## config.mk

```make
export PLATFORM = sky130hd
export DESIGN_NAME = vme_mem_master
export DESIGN_NICKNAME = d
export VERILOG_FILES = /design/src/rtl/vme_master_pkg.sv /design/src/rtl/vme_timeout_cnt.sv /design/src/rtl/vme_mem_master.sv
export SDC_FILE = /design/constraint.sdc
export NUM_CORES = 1
export LEC_CHECK = 0
export BUFFER_PORTS_ARGS = -buffer_cell sky130_fd_sc_hd__buf_2
export CELL_PAD_IN_SITES_DETAIL_PLACEMENT = 0
export CELL_PAD_IN_SITES_GLOBAL_PLACEMENT = 2
export CORE_MARGIN = 3
export CORE_UTILIZATION = 27
export CTS_CLUSTER_SIZE = 28
export DETAILED_ROUTE_END_ITERATION = 10
export PLACE_DENSITY_LB_ADDON = 0.1
export SYNTH_ARGS = -nofsm -noshare
export SYNTH_HDL_FRONTEND = slang
export SYNTH_SLANG_ARGS = --single-unit
export TNS_END_PERCENT = 30
```

## constraint.sdc

```tcl
create_clock -name Clk -period 2.51 [get_ports Clk]
set_clock_uncertainty 0.2 [all_clocks]
set_input_delay 0.3765 -clock Clk [delete_from_list [all_inputs] [get_ports Clk]]
set_output_delay 0.3765 -clock Clk [all_outputs]
set_load 0.02 [all_outputs]
```

## src/rtl/vme_master_pkg.sv

```systemverilog
// Shared definitions for the VME register-bank master: response status codes and FSM encoding.
package vme_master_pkg;
  localparam logic [1:0] ST_OK      = 2'b00;
  localparam logic [1:0] ST_BUSERR  = 2'b01;
  localparam logic [1:0] ST_TIMEOUT = 2'b10;

  typedef enum logic [1:0] {
    S_IDLE   = 2'd0,
    S_STROBE = 2'd1,
    S_WAIT   = 2'd2,
    S_RESP   = 2'd3
  } state_t;
endpackage

```

## src/rtl/vme_timeout_cnt.sv

```systemverilog
// Wait-cycle counter; tc flags the last cycle the master is allowed to wait for a completion.
module vme_timeout_cnt #(
  parameter int TIMEOUT = 255,
  parameter int TO_W    = 8
) (
  input  logic clk,
  input  logic rst_n,
  input  logic clr,
  input  logic en,
  output logic tc
);
  localparam logic [TO_W-1:0] TC_VAL = TO_W'(TIMEOUT - 1);

  logic [TO_W-1:0] cnt;

  always_ff @(posedge clk or negedge rst_n) begin
    if (!rst_n)   cnt <= '0;
    else if (clr) cnt <= '0;
    else if (en)  cnt <= cnt + 1'b1;
  end

  assign tc = (cnt == TC_VAL);
endmodule

```

## src/rtl/vme_mem_master.sv

```systemverilog
// Single-outstanding initiator for the VMEAddr/VMERdMem/VMEWrMem register-bank interface.
module vme_mem_master
  import vme_master_pkg::*;
#(
  parameter int ADDR_HI = 19,
  parameter int DATA_W  = 32,
  parameter int TIMEOUT = 255,
  parameter int TO_W    = 8
) (
  input  logic              Clk,
  input  logic              rst_n,
  input  logic              cmd_valid,
  output logic              cmd_ready,
  input  logic              cmd_write,
  input  logic [ADDR_HI:2]  cmd_addr,
  input  logic [DATA_W-1:0] cmd_wdata,
  output logic              rsp_valid,
  input  logic              rsp_ready,
  output logic [DATA_W-1:0] rsp_rdata,
  output logic [1:0]        rsp_status,
  output logic              busy,
  output logic [ADDR_HI:2]  VMEAddr,
  output logic [DATA_W-1:0] VMEWrData,
  output logic              VMERdMem,
  output logic              VMEWrMem,
  input  logic [DATA_W-1:0] VMERdData,
  input  logic              VMERdDone,
  input  logic              VMEWrDone,
  input  logic              VMERdError,
  input  logic              VMEWrError
);
  state_t            state_q, state_d;
  logic              wr_q;
  logic              done, err, tc, cnt_clr, cnt_en, accept;
  logic              rd_mem_d, wr_mem_d, rsp_valid_d;
  logic [1:0]        rsp_status_d;
  logic [DATA_W-1:0] rsp_rdata_d;

  // Only the completion pair matching the latched direction is observed.
  assign done   = wr_q ? VMEWrDone  : VMERdDone;
  assign err    = wr_q ? VMEWrError : VMERdError;
  assign accept = (state_q == S_IDLE) && cmd_valid;

  vme_timeout_cnt #(.TIMEOUT(TIMEOUT), .TO_W(TO_W)) u_to (
    .clk  (Clk),
    .rst_n(rst_n),
    .clr  (cnt_clr),
    .en   (cnt_en),
    .tc   (tc)
  );

  always_comb begin
    state_d      = state_q;
    rd_mem_d     = 1'b0;
    wr_mem_d     = 1'b0;
    rsp_valid_d  = rsp_valid;
    rsp_status_d = rsp_status;
    rsp_rdata_d  = rsp_rdata;
    cnt_clr      = 1'b0;
    cnt_en       = 1'b0;
    case (state_q)
      S_IDLE: if (cmd_valid) begin
        state_d  = S_STROBE;
        rd_mem_d = !cmd_write;
        wr_mem_d = cmd_write;
      end
      S_STROBE: begin
        state_d = S_WAIT;
        cnt_clr = 1'b1;
      end
      S_WAIT: begin
        if (err) begin
          state_d      = S_RESP;
          rsp_valid_d  = 1'b1;
          rsp_status_d = ST_BUSERR;
          rsp_rdata_d  = '0;
        end else if (done) begin
          state_d      = S_RESP;
          rsp_valid_d  = 1'b1;
          rsp_status_d = ST_OK;
          rsp_rdata_d  = wr_q ? '0 : VMERdData;
        end else if (tc) begin
          state_d      = S_RESP;
          rsp_valid_d  = 1'b1;
          rsp_status_d = ST_TIMEOUT;
          rsp_rdata_d  = '0;
        end else begin
          cnt_en = 1'b1;
        end
      end
      S_RESP: if (rsp_ready) begin
        state_d     = S_IDLE;
        rsp_valid_d = 1'b0;
      end
      default: state_d = S_IDLE;
    endcase
  end

  always_ff @(posedge Clk or negedge rst_n) begin
    if (!rst_n) begin
      state_q    <= S_IDLE;
      wr_q       <= 1'b0;
      cmd_ready  <= 1'b1;
      busy       <= 1'b0;
      VMERdMem   <= 1'b0;
      VMEWrMem   <= 1'b0;
      VMEAddr    <= '0;
      VMEWrData  <= '0;
      rsp_valid  <= 1'b0;
      rsp_status <= '0;
      rsp_rdata  <= '0;
    end else begin
      state_q    <= state_d;
      cmd_ready  <= (state_d == S_IDLE);
      busy       <= (state_d != S_IDLE);
      VMERdMem   <= rd_mem_d;
      VMEWrMem   <= wr_mem_d;
      rsp_valid  <= rsp_valid_d;
      rsp_status <= rsp_status_d;
      rsp_rdata  <= rsp_rdata_d;
      // Address/data hold until the next accepted command so the bank sees them stable.
      if (accept) begin
        VMEAddr <= cmd_addr;
        wr_q    <= cmd_write;
        if (cmd_write) VMEWrData <= cmd_wdata;
      end
    end
  end
endmodule

```

[Word-level counts from Yosys, hierarchy flattened]
Cells that the tools add are included.
Storage, ports and cells
  memory bits (read-only): 0
  memories kept: 0
  output and inout port bits: 89
  latch bits: 0
  bits in writable memories: 0
  word-level logic and storage cells: 61
  bits of input ports: 91
  flip-flop bits (word level): 100
Operators by class
  multiply operators: 0
  equal/unequal tests: 6
  magnitude comparators: 0
  muxes and demuxes: 31
  bitwise gates (word level): 0
  divide/modulo/power cells: 0
  reductions and logical operators: 11
  add/sub/neg operators: 1
  shift operators: 0
Operators by type and width (count)
  2-to-1 mux 32 bit: 4
  2-to-1 mux 2 bit: 8
  2-to-1 mux 8 bit: 2
  2-to-1 mux 1 bit: 15
  adder 8 x 1 -> 8 bit (second input constant): 1
  == test 8 bit (second input constant): 1
  one-hot mux 2 bit (4 select lines): 1
  nonzero test 2 bit: 3
  == test 2 bit (second input constant): 2
  zero test 2 bit: 2
  != test 4 bit (second input constant): 1
  AND reduction 2 bit: 2
  AND reduction 3 bit: 1
  nonzero test 3 bit: 1
  == test 2 x 1 -> 1 bit (second input constant): 1
  != test 2 bit (second input constant): 1
  one-hot mux 1 bit (2 select lines): 1
  logical AND 1 bit: 1
  zero test 1 bit: 1

[Longest topological paths before layout]
Gate-level depths: netlist (run 1).
  word-level depth: 7
  depth in mapped cells: 9
  depth with buffers taken out: 7

[Hierarchy]
A second synthesis (run 1) with hierarchy kept.
Unflattened totals
  cell total of the unflattened synthesis: 325
  area total of the unflattened synthesis: 4294.1 um^2
Modules (own cells, without submodules)
  vme_mem_master: area each 3883.7 um^2, sequential area each 2303.5 um^2, times used 1, cells an instance 284
  vme_timeout_cnt: area each 410.4 um^2, sequential area each 200.2 um^2, times used 1, cells an instance 41

[Worst setup path after synthesis (run 1)]
OpenSTA, ideal clock, no wires.
  path type: register -> register
  start: reg u_to.cnt[0]
  end: reg u_to.cnt[7]
  clock period less this slack: 1981 ps
  data required time: 2233 ps
  cell stages (with the launch flop): 9
  setup slack: 529 ps
  data arrival time: 1704 ps
  library setup time: 77 ps
  buffers on the path: 1
  cells stage by stage: dfrtp_1 > inv_1 > ha_1 > nand3_1 > nor2_1 > or2_1 > buf_6 > or4_1 > a21oi_1
Between the ends
  word-level cells in the longest chain between the ends: 6
  elaborated cells on any way between the ends: 9
  those cells by class: 1 x add/sub; 1 x eq/ne; 6 x mux; 1 x reduce/logical
Ends and longest elaborated chain
  start, declared: RTL line vme_timeout_cnt.sv:14  | logic [TO_W-1:0] cnt;
  start signal, assigned: RTL line vme_timeout_cnt.sv:19  | else if (en) cnt <= cnt + 1'b1;
  == test 8 bit: RTL line vme_timeout_cnt.sv:22  | assign tc = (cnt == TC_VAL);
  2-to-1 mux 1 bit: RTL line vme_mem_master.sv:82  | end else if (tc) begin
  2-to-1 mux 1 bit: RTL line vme_mem_master.sv:77  | end else if (done) begin
  2-to-1 mux 1 bit: RTL line vme_mem_master.sv:72  | if (err) begin
  2-to-1 mux 1 bit: RTL line vme_mem_master.sv:61  | case (state_q)
  nonzero test 2 bit (no line)
Parallel ways exist; a longest one is shown, timed or not. The select of a mux whose other input is x is not followed.
A chain may end at the register's enable or synchronous reset.

[Final worst setup path (run 1)]
Ends and elaborated chain as after synthesis.

==> flow_summary.yaml, run 1 <==
status:
  status: "completed"
route:
  wirelength_met1_um: 4610
  wl_per_cell_um: 14.9
  routed_wl_um: 11100
  top_layer_used: "met4"
  route.detailed.drc: 0
  drtAntennaViolNets: 0
  num_vias: 3239
  drtIter0Drc: 95
  vias_per_cell: 4.36
  wl_met3_um: 979
  drt_pass1_iterations: 4
  met2_wirelength_um: 5350
timing:
  finalMaxSlewViolations: 0
  max_freq_mhz: 466
  period_needed_ns: 2.15
  setup_viol: 0
  max_slew_margin: 0.662
  rsz0062_at_grt: "no"
  hold_viol: 0
  tns_ns: 0
  finalCritPeriodShare: 0.855
  tightest_slew_ns: 0.508
  holdWs_ns: 0.0177
place:
  numPlacedInstances: 724
  globalplace.congestion: 0.827
  dpl.hpwl_um: 8140
  portBuffers: 179
synth:
  syn-cell-area_um2: 3980
  ys_seq_area_frac: 0.629
  synth_nets: 468
  yosysWarnings: 0
  synthTopCellsByArea: "dfrtp_1 62%, nand2_1 12%, mux2_2 9.1%, o21ai_0 4.7%, clkbuf_1 1.3%"
  synthDistinctLibCells: 32
  synth_seq_cells: 100
  avgSynthCellArea_um2: 10.6
  synth_top_area_frac: 0.622
  yosysTopAreaCell: "dfrtp_1"
  syn_inst: 375
clock_tree:
  cts-htree-levels: 3
  cts_resized: 0
  ctsHoldBuffers: 3
  cts_tree: "built"
  cts_buffer_depth: 2
  worstSkewPairLatency_ns: 0.34
  cts.sinks: 100
  post-cts-setup-buffer-count: 0
  numCtsBuffers: 9
  cts_root_buf: "clkbuf_16"
  clkTransAtPathRegs_ns: 0.07
global_route:
  grt_pass1_wl_um: 17800
  grt_max_degree: 65
  track_usage: 0.140
  grt_pass1_vias: 3302
  antenna_found_initial: 0
  overflow: 0
final_layout:
  fin_nets: 651
  drive_gt1_frac: 0.430
  nFillCells: 1443
  syn_to_final_growth_pct: 37.4
  diodes: 0
  finalNonFillerCells: 743
critical_path:
  startpoint_type: "flop"
  worstPathRequired_ns: 2.58
  critical_path_class: "reg2reg"
  crit_path_end_kind: "flop"
  cp.arrival_ns: 2.22
  critPathMaxFanout: 10
die:
  die_w_um: 127
  start_util: 0.281
  dieArea_um2: 16200
  core-area_um2: 14100
  rows: 43
  top_level_ports: 180
  dieHeight_um: 127
power:
  power.density_nw_per_um2: 1240
  power.leakage_nw: 2.82
  peakVddDrop_uv: 441
worst_hold_path:
  hold_path_class: "in2reg"
flow_run:
  cap_violations: 0
logic make-up after synthesis:
family / after synthesis / share of synthesized area
and+or+nand+nor: 160 / 0.164
DFF: 100 / 0.629
AOI/OAI and AO/OA: 54 / 0.0764
muxes: 34 / 0.0955
buffers and inverters: 24 / 0.0264
adders and majority gates: 2 / 0.00628
xor gates and xnor gates: 1 / 0.00220
sequential cells by signal, summed over array words and instances, names as in the netlist:
register	count
VMEWrData	32
rsp_rdata	32
VMEAddr	18
u_to.cnt	8
rsp_status	2
state_q	2
VMERdMem	1
VMEWrMem	1
busy	1
cmd_ready	1
rsp_valid	1
wr_q	1
placed cells by master (no fill, tap or decap):
cell type,count
and2_1,2
dfrtp_1,99
nor2_1,8
inv_1,3
clkinvlp_4,1
clkbuf_1,1
bufinv_16,1
nor4b_1,1
nor2b_1,1
a21oi_1,6
buf_4,10
nor3b_2,1
xnor2_1,1
o21ai_4,1
and3_1,1
nand2_1,130
nand3_1,7
mux2_2,32
a21o_2,1
nor3_2,1
a32o_1,1
nor3_1,1
dfstp_2,1
o211ai_1,2
clkinv_2,2
clkbuf_16,9
a21o_1,1
buf_12,2
or2_1,1
ha_1,2
nand4_1,4
nand2b_1,1
buf_2,178
o21ai_0,36
or4_1,1
mux2i_1,2
o31ai_1,4
dlygate4sd3_1,3
o311ai_0,2
clkbuf_8,2
cells in the mapped netlist, drive strengths merged:
| library cell | number |
|---|---|
| nor2b | 1 |
| dfstp | 1 |
| nor4b | 1 |
| clkbuf | 14 |
| nand3 | 7 |
| mux2 | 32 |
| o21ai | 37 |
| a21o | 2 |
| nor3 | 2 |
| a32o | 1 |
| o311ai | 2 |
| nand4 | 4 |
| dfrtp | 99 |
| ha | 2 |
| nand2 | 130 |
| or2 | 1 |
| a21oi | 6 |
| and3 | 1 |
| nor2 | 8 |
| buf | 7 |
| inv | 3 |
| o31ai | 4 |
| mux2i | 2 |
| nand2b | 1 |
| and2 | 2 |
| o211ai | 2 |
| xnor2 | 1 |
| nor3b | 1 |
| or4 | 1 |
critical path: stages (launching register included):
cell and delay [ns]:
dfrtp_1 0.42, inv_1 0.06, ha_1 0.20, nand3_1 0.08
nor2_1 0.08, or2_1 0.34, or4_1 0.53, a21oi_1 0.15
final timing paths:
path / to / slack, ns / depth (start not counted) / from
worst max-delay path: u_to.cnt[7] / 0.36 / 7 / u_to.cnt[0]
worst min-delay path: VMEAddr[9] / 0.02 / 3 / cmd_addr[9]
worst max register to register: u_to.cnt[7] / 0.36 / 7 / u_to.cnt[0]
worst min register to register: VMEAddr[13] / 0.27 / 2 / VMEAddr[13]
max in group asynchronous: cmd_ready / 1.12 / 3 / rst_n
min in group asynchronous: rsp_rdata[29] / 0.33 / 2 / rst_n
power breakdown:
| part | switching, W | internal (W) |
|---|---|---|
| Clock | 0.000597 | 0.000824 |
| Sequential | 0.000366 | 0.00228 |
| Combinational | 0.00175 | 0.000987 |
layer usage:
layer  GRT usage  vias to the layer above
met5           0                        -
met4      0.0379                        0
met3      0.0619                        8
met2       0.221                      110
met1       0.174                     1515
li1            -                     1606
area by class of cell:
cell class | instances | area [um^2] | area share
Clock buffer | 12 | 256 | 0.0469
Clock inverter | 4 | 47.5 | 0.00869
Inverter | 3 | 11.3 | 0.00206
Multi-Input combinational cell | 251 | 1390 | 0.254
Sequential cell | 100 | 2500 | 0.458
Tap cell | 180 | 225 | 0.0412
Timing Repair Buffer | 193 | 1040 | 0.189
metrics by stage:
step | instance area (um^2) | util | power, W | setup slack [ns]
finish | 5470 | 0.387 | 0.00680 | 0.363
CTS | 5470 | 0.387 | 0.00694 | 0.364
global placement | 5130 | 0.363 | 0.00542 | 0.391
floorplan | 3980 | - | 0.00434 | 0.529
global route | 5470 | 0.387 | 0.00730 | 0.185
detailed placement | 5130 | 0.363 | 0.00546 | 0.330
(Power assumes the default switching activity.)
==> inputs of run 2 (changes only) <==
==> constraint.sdc (replaced) <==
create_clock -name Clk -period 2.1 [get_ports Clk]
set_clock_uncertainty 0.2 [all_clocks]
set_input_delay 0.315 -clock Clk [delete_from_list [all_inputs] [get_ports Clk]]
set_output_delay 0.315 -clock Clk [all_outputs]
set_load 0.02 [all_outputs]
==> run 2 against run 1 <==
Effect of this change: largest cell class unchanged; largest power group unchanged; cell count up 10%; fmax up 8.9%; sequential power up 18%; flip-flop and latch count unchanged; core utilization up 5.5 points; critical path type unchanged.
==> flow_summary.yaml, run 2 (synthesis results as in run 1) <==
timing:
  setup_viol: 0
  tightest_slew_ns: 0.706
  rsz0062_at_grt: "no"
  finalMaxSlewViolations: 0
  period_needed_ns: 1.97
  max_slew_margin: 0.529
  finalCritPeriodShare: 0.938
  max_freq_mhz: 507
  hold_viol: 0
  tns_ns: 0
final_layout:
  syn_to_final_growth_pct: 56.8
  layout_commonest_cell: "buf_2"
  drive_gt1_frac: 0.385
  final_cell_mix: "178 x buf_2, 130 x nand2_1, 98 x dfrtp_1"
  nFillCells: 1375
  finalNonFillerCells: 821
  seq_area_um2: 2500
  fin_nets: 729
  reg_top3: "VMEWrData (32), rsp_rdata (32), VMEAddr (18)"
  multiInputGateArea_um2: 1390
  diodes: 0
clock_tree:
  cts_tree: "built"
  cts-htree-levels: 3
  worstSkewPairLatency_ns: 0.34
  numCtsBuffers: 9
  cts_buffer_depth: 2
  clkTransAtPathRegs_ns: 0.07
  cts_root_buf: "clkbuf_16"
  cts.sinks: 100
die:
  top_level_ports: 180
  rows: 43
  dieArea_um2: 16200
  die_w_um: 127
  start_util: 0.281
  core-area_um2: 14100
  dieHeight_um: 127
critical_path:
  critPathMaxFanout: 6
  critPathMaxStageDelay_ns: 0.52
  crit-reg2reg-launch: "u_to.cnt[0]"
  cpMaxStageDelayCell: "or4_1"
  critical_path_class: "reg2reg"
  worstPathRequired_ns: 2.17
  rrSetupSlack_ns: 0.13
  crit_chain: "inv_1, ha_1, nand3_1, nor2_1, or2_1, or4_1, a21oi_1"
  crit_path_end_kind: "flop"
  cp.arrival_ns: 2.04
  startpoint_type: "flop"
  crit_path_start: "u_to.cnt[0]"
route:
  wirelength_met1_um: 4950
  drtAntennaViolNets: 0
  wl_per_cell_um: 14.1
  top_layer_used: "met4"
  num_vias: 3534
  drt_pass1_iterations: 4
  route.detailed.drc: 0
  vias_per_cell: 4.30
  drtIter0Drc: 166
  met2_wirelength_um: 5600
  wl_met3_um: 730
  routed_wl_um: 11600
worst_hold_path:
  hp-start: "VMERdData[16]"
  hold_path_class: "in2reg"
place:
  numPlacedInstances: 728
  globalplace.congestion: 0.785
  portBuffers: 179
  dpl.hpwl_um: 7830
global_route:
  overflow: 0
  antenna_found_initial: 0
  grt_max_degree: 101
  track_usage: 0.146
  grt_pass1_wl_um: 18900
  grt_pass1_vias: 3679
power:
  combPwrFrac: 0.420
  power_frac_seq: 0.378
  peakVddDrop_uv: 560
  clkPwrFrac: 0.202
  power.density_nw_per_um2: 1320
  power.leakage_nw: 3.14
  swShare: 0.399
  power.internal_w: 0.00496
  p_switching_w: 0.00330
flow_run:
  cap_violations: 0
status:
  status: "completed"
[run 2: power groups by stage]
| stage | Clock [W] | Sequential, W | Combinational (W) |
|---|---|---|---|
| 2_1_floorplan | 0 | 0.00407 | 0.00111 |
| 3_3_place_gp | 0 | 0.00313 | 0.00340 |
| 3_5_place_dp | 0 | 0.00316 | 0.00342 |
| 4_1_cts | 0.00174 | 0.00313 | 0.00353 |
| 5_1_grt | 0.00182 | 0.00325 | 0.00380 |
| 6_report | 0.00167 | 0.00312 | 0.00347 |
[run 2: path summary, 6_finish.rpt]
kind	endpoint	depth (start not counted)
worst max-delay path	u_to.cnt[7]	7
worst min-delay path	rsp_rdata[16]	3
worst max register to register	u_to.cnt[7]	7
worst min register to register	VMEAddr[11]	2
max in group asynchronous	u_to.cnt[0]	3
min in group asynchronous	u_to.cnt[6]	3
[run 2: critical path: cells and delay by family, from the launching register on]
family / cells / cell delay, ns
DFF: 1 / 0.40
AOI/OAI and AO/OA: 1 / 0.15
buffers and inverters: 1 / 0.05
adders and majority gates: 1 / 0.20
and+or+nand+nor: 4 / 0.90
[run 2: cell type report]
class,instances,area share
Sequential cell,100,0.401
Clock inverter,6,0.0104
Timing Repair Buffer,271,0.291
Tap cell,180,0.0361
Clock buffer,10,0.0367
Inverter,3,0.00180
Multi-Input combinational cell,251,0.222
[run 2: through the flow]
stage          hold slack (ns)  utilization  area, um^2  setup WS [ns]  total power, W
2_1_floorplan           -0.181            -        3980          0.119         0.00518
3_3_place_gp             0.237        0.366        5180          0.160         0.00653
3_5_place_dp             0.239        0.366        5180          0.106         0.00658
4_1_cts              0.0000158        0.441        6240          0.103         0.00841
5_1_grt                0.00402        0.441        6240         0.0223         0.00886
6_report                0.0147        0.441        6240          0.129         0.00826
[run 2: what timing repair did]
item,CTS,global route
buffers inserted,0,0
resized for setup,0,1
setup endpoints to repair,0,1
endpoints found under the hold margin,175,0
hold buffers,77,0
[run 2: metal layers]
metal | vias up | global-route usage
met2 | 112 | 0.241
met4 | 0 | 0.0644
met5 | - | 0
met1 | 1636 | 0.178
li1 | 1770 | -
met3 | 16 | 0.0393
==> inputs of run 3 (changes only) <==
--- a/config.mk
+++ b/config.mk
@@ -5,7 +5,8 @@
 export SDC_FILE = /design/constraint.sdc
 export NUM_CORES = 1
 export LEC_CHECK = 0
-export BUFFER_PORTS_ARGS = -buffer_cell sky130_fd_sc_hd__buf_2
+export BUFFER_PORTS_ARGS = -buffer_cell sky130_fd_sc_hd__buf_4
+export CAP_MARGIN = 20
 export CELL_PAD_IN_SITES_DETAIL_PLACEMENT = 0
 export CELL_PAD_IN_SITES_GLOBAL_PLACEMENT = 2
 export CORE_MARGIN = 3
==> run 3 against run 2 <==
Effect of this change: clock power grew 8%; core utilization grew 2.0 points; fmax shrank 0.67%; largest power group unchanged; register-to-register slack is essentially flat; global-route usage shrank 0.073 points; worst hold slack gained 0.0025 ns; setup slack lost 0.013 ns; die area is the same; critical path type unchanged; sequential share of layout area shrank 1.8 points; sequential power grew 1%; highest routed layer unchanged.
==> flow_summary.yaml, run 3 (synthesis results as in run 1) <==
timing:
  rsz0062_at_grt: "no"
  period_needed_ns: 1.98
  hold_viol: 0
  finalCritPeriodShare: 0.945
  setup_viol: 0
  max_slew_margin: 0.524
  setup_ws_ns: 0.116
  tns_ns: 0
  max_freq_mhz: 504
  tightest_slew_ns: 0.714
  finalMaxSlewViolations: 0
worst_hold_path:
  hold_path_class: "in2reg"
clock_tree:
  cts_root_buf: "clkbuf_16"
  cts-htree-levels: 3
  cts_buffer_depth: 2
  cts_tree: "built"
  worstSkewPairLatency_ns: 0.34
  clkTransAtPathRegs_ns: 0.07
  numCtsBuffers: 9
  cts.sinks: 100
  cts_resized: 0
global_route:
  antenna_found_initial: 0
  grt_pass1_vias: 3558
  track_usage: 0.145
  grt_pass1_wl_um: 18600
  overflow: 0
  grt_max_degree: 47
critical_path:
  crit-reg2reg-launch: "u_to.cnt[1]"
  cp-endpoint: "u_to.cnt[7]"
  crit_chain: "ha_1, nand3_1, nor2_1, or2_1, or4_1, a21oi_1"
  crit_path_end_kind: "flop"
  cpMaxStageDelayCell: "or4_1"
  r2r-end: "u_to.cnt[7]"
  rrSetupSlack_ns: 0.12
  rr_worst_depth: 6
  crit_path_start: "u_to.cnt[1]"
  worstPathRequired_ns: 2.17
  startpoint_type: "flop"
  critPathMaxFanout: 5
  cp.arrival_ns: 2.05
  critical_path_class: "reg2reg"
  critPathMaxStageDelay_ns: 0.50
die:
  dieHeight_um: 127
  die_w_um: 127
  core-area_um2: 14100
  dieArea_um2: 16200
  rows: 43
  start_util: 0.281
  top_level_ports: 180
final_layout:
  reg_top3: "VMEWrData (32), rsp_rdata (32), VMEAddr (18)"
  final_cell_mix: "191 x buf_4, 130 x nand2_1, 99 x dfrtp_1"
  fin_nets: 709
  syn_to_final_growth_pct: 64.0
  drive_gt1_frac: 0.399
  layout_commonest_cell: "buf_4"
  diodes: 0
route:
  wl_per_cell_um: 14.5
  num_vias: 3456
  vias_per_cell: 4.31
  routed_wl_um: 11600
  drtIter0Drc: 146
  drt_pass1_iterations: 4
  route.detailed.drc: 0
  drtAntennaViolNets: 0
place:
  portBuffers: 179
  pre_cts_ws_ns: 0.119
  globalplace.congestion: 0.791
  dpl.hpwl_um: 8230
flow_run:
  cap_violations: 0
power:
  finalPower_w: 0.00889
  peakVddDrop_uv: 845
  power.leakage_nw: 3.20
  power.density_nw_per_um2: 1360
status:
  status: "completed"
==> run 3: layout make-up <==
type                       instances  area [um^2]
multi-input combinational        251         1390
clock inverter                     6         87.6
timing repair buffer             251         2070
sequential                       100         2500
tap                              180          225
fill                            1350         7620
clock buffer                      10          239
inverter                           3         11.3
==> run 3: power breakdown <==
group | switching, W | internal [W]
sequential | 0.000438 | 0.00272
combinational | 0.00216 | 0.00177
clock | 0.000723 | 0.00108
==> run 3: routing by layer <==
| layer | GRT usage | up-vias | routed length (um) | share of wire |
|---|---|---|---|---|
| li1 | - | 1724 | - | - |
| met3 | 0.0619 | 9 | 928 | 0.080 |
| met4 | 0.0385 | 0 | 151 | 0.013 |
| met5 | 0 | - | 0 | 0 |
| met2 | 0.239 | 102 | 5750 | 0.49 |
| met1 | 0.174 | 1621 | 4790 | 0.41 |
==> run 3: worst max-delay path: cells and delay by family (launching register included) <==
kind,cells,cell delay [ns]
adder cells (fa/ha/maj),1,0.21
AND/OR/NAND/NOR,4,0.92
flip-flops,1,0.43
AO/OA/AOI/OAI,1,0.15
==> run 3: what timing repair did <==
item | in CTS | in global routing
hold buffers | 56 | 0
hold endpoints to repair | 76 | 0
buffers inserted | 0 | 0
==> run 3: worst min path at each step <==
stage,cells after the start,to,start,slack (ns)
6_report,3,rsp_rdata[25],VMERdData[25],0.02
5_1_grt,3,rsp_rdata[27],VMERdData[27],0.009
4_1_cts,3,rsp_rdata[25],VMERdData[25],0.0005
3_5_place_dp,1,rsp_status[1],rst_n,0.04
3_3_place_gp,1,u_to.cnt[3],rst_n,0.03
2_1_floorplan,0,VMEAddr[10],rst_n,-0.18
==> run 3: metrics by stage <==
stage                     area [um^2]  utilization  cells  hold slack, ns
final                            6530        0.461    801          0.0172
after global routing             6530        0.461    801         0.00927
after CTS                        6530        0.461    801        0.000470
after detailed placement         5640        0.399    729          0.0363
after global placement           5640        0.399    729          0.0293
after floorplan                  3980            -    375          -0.181
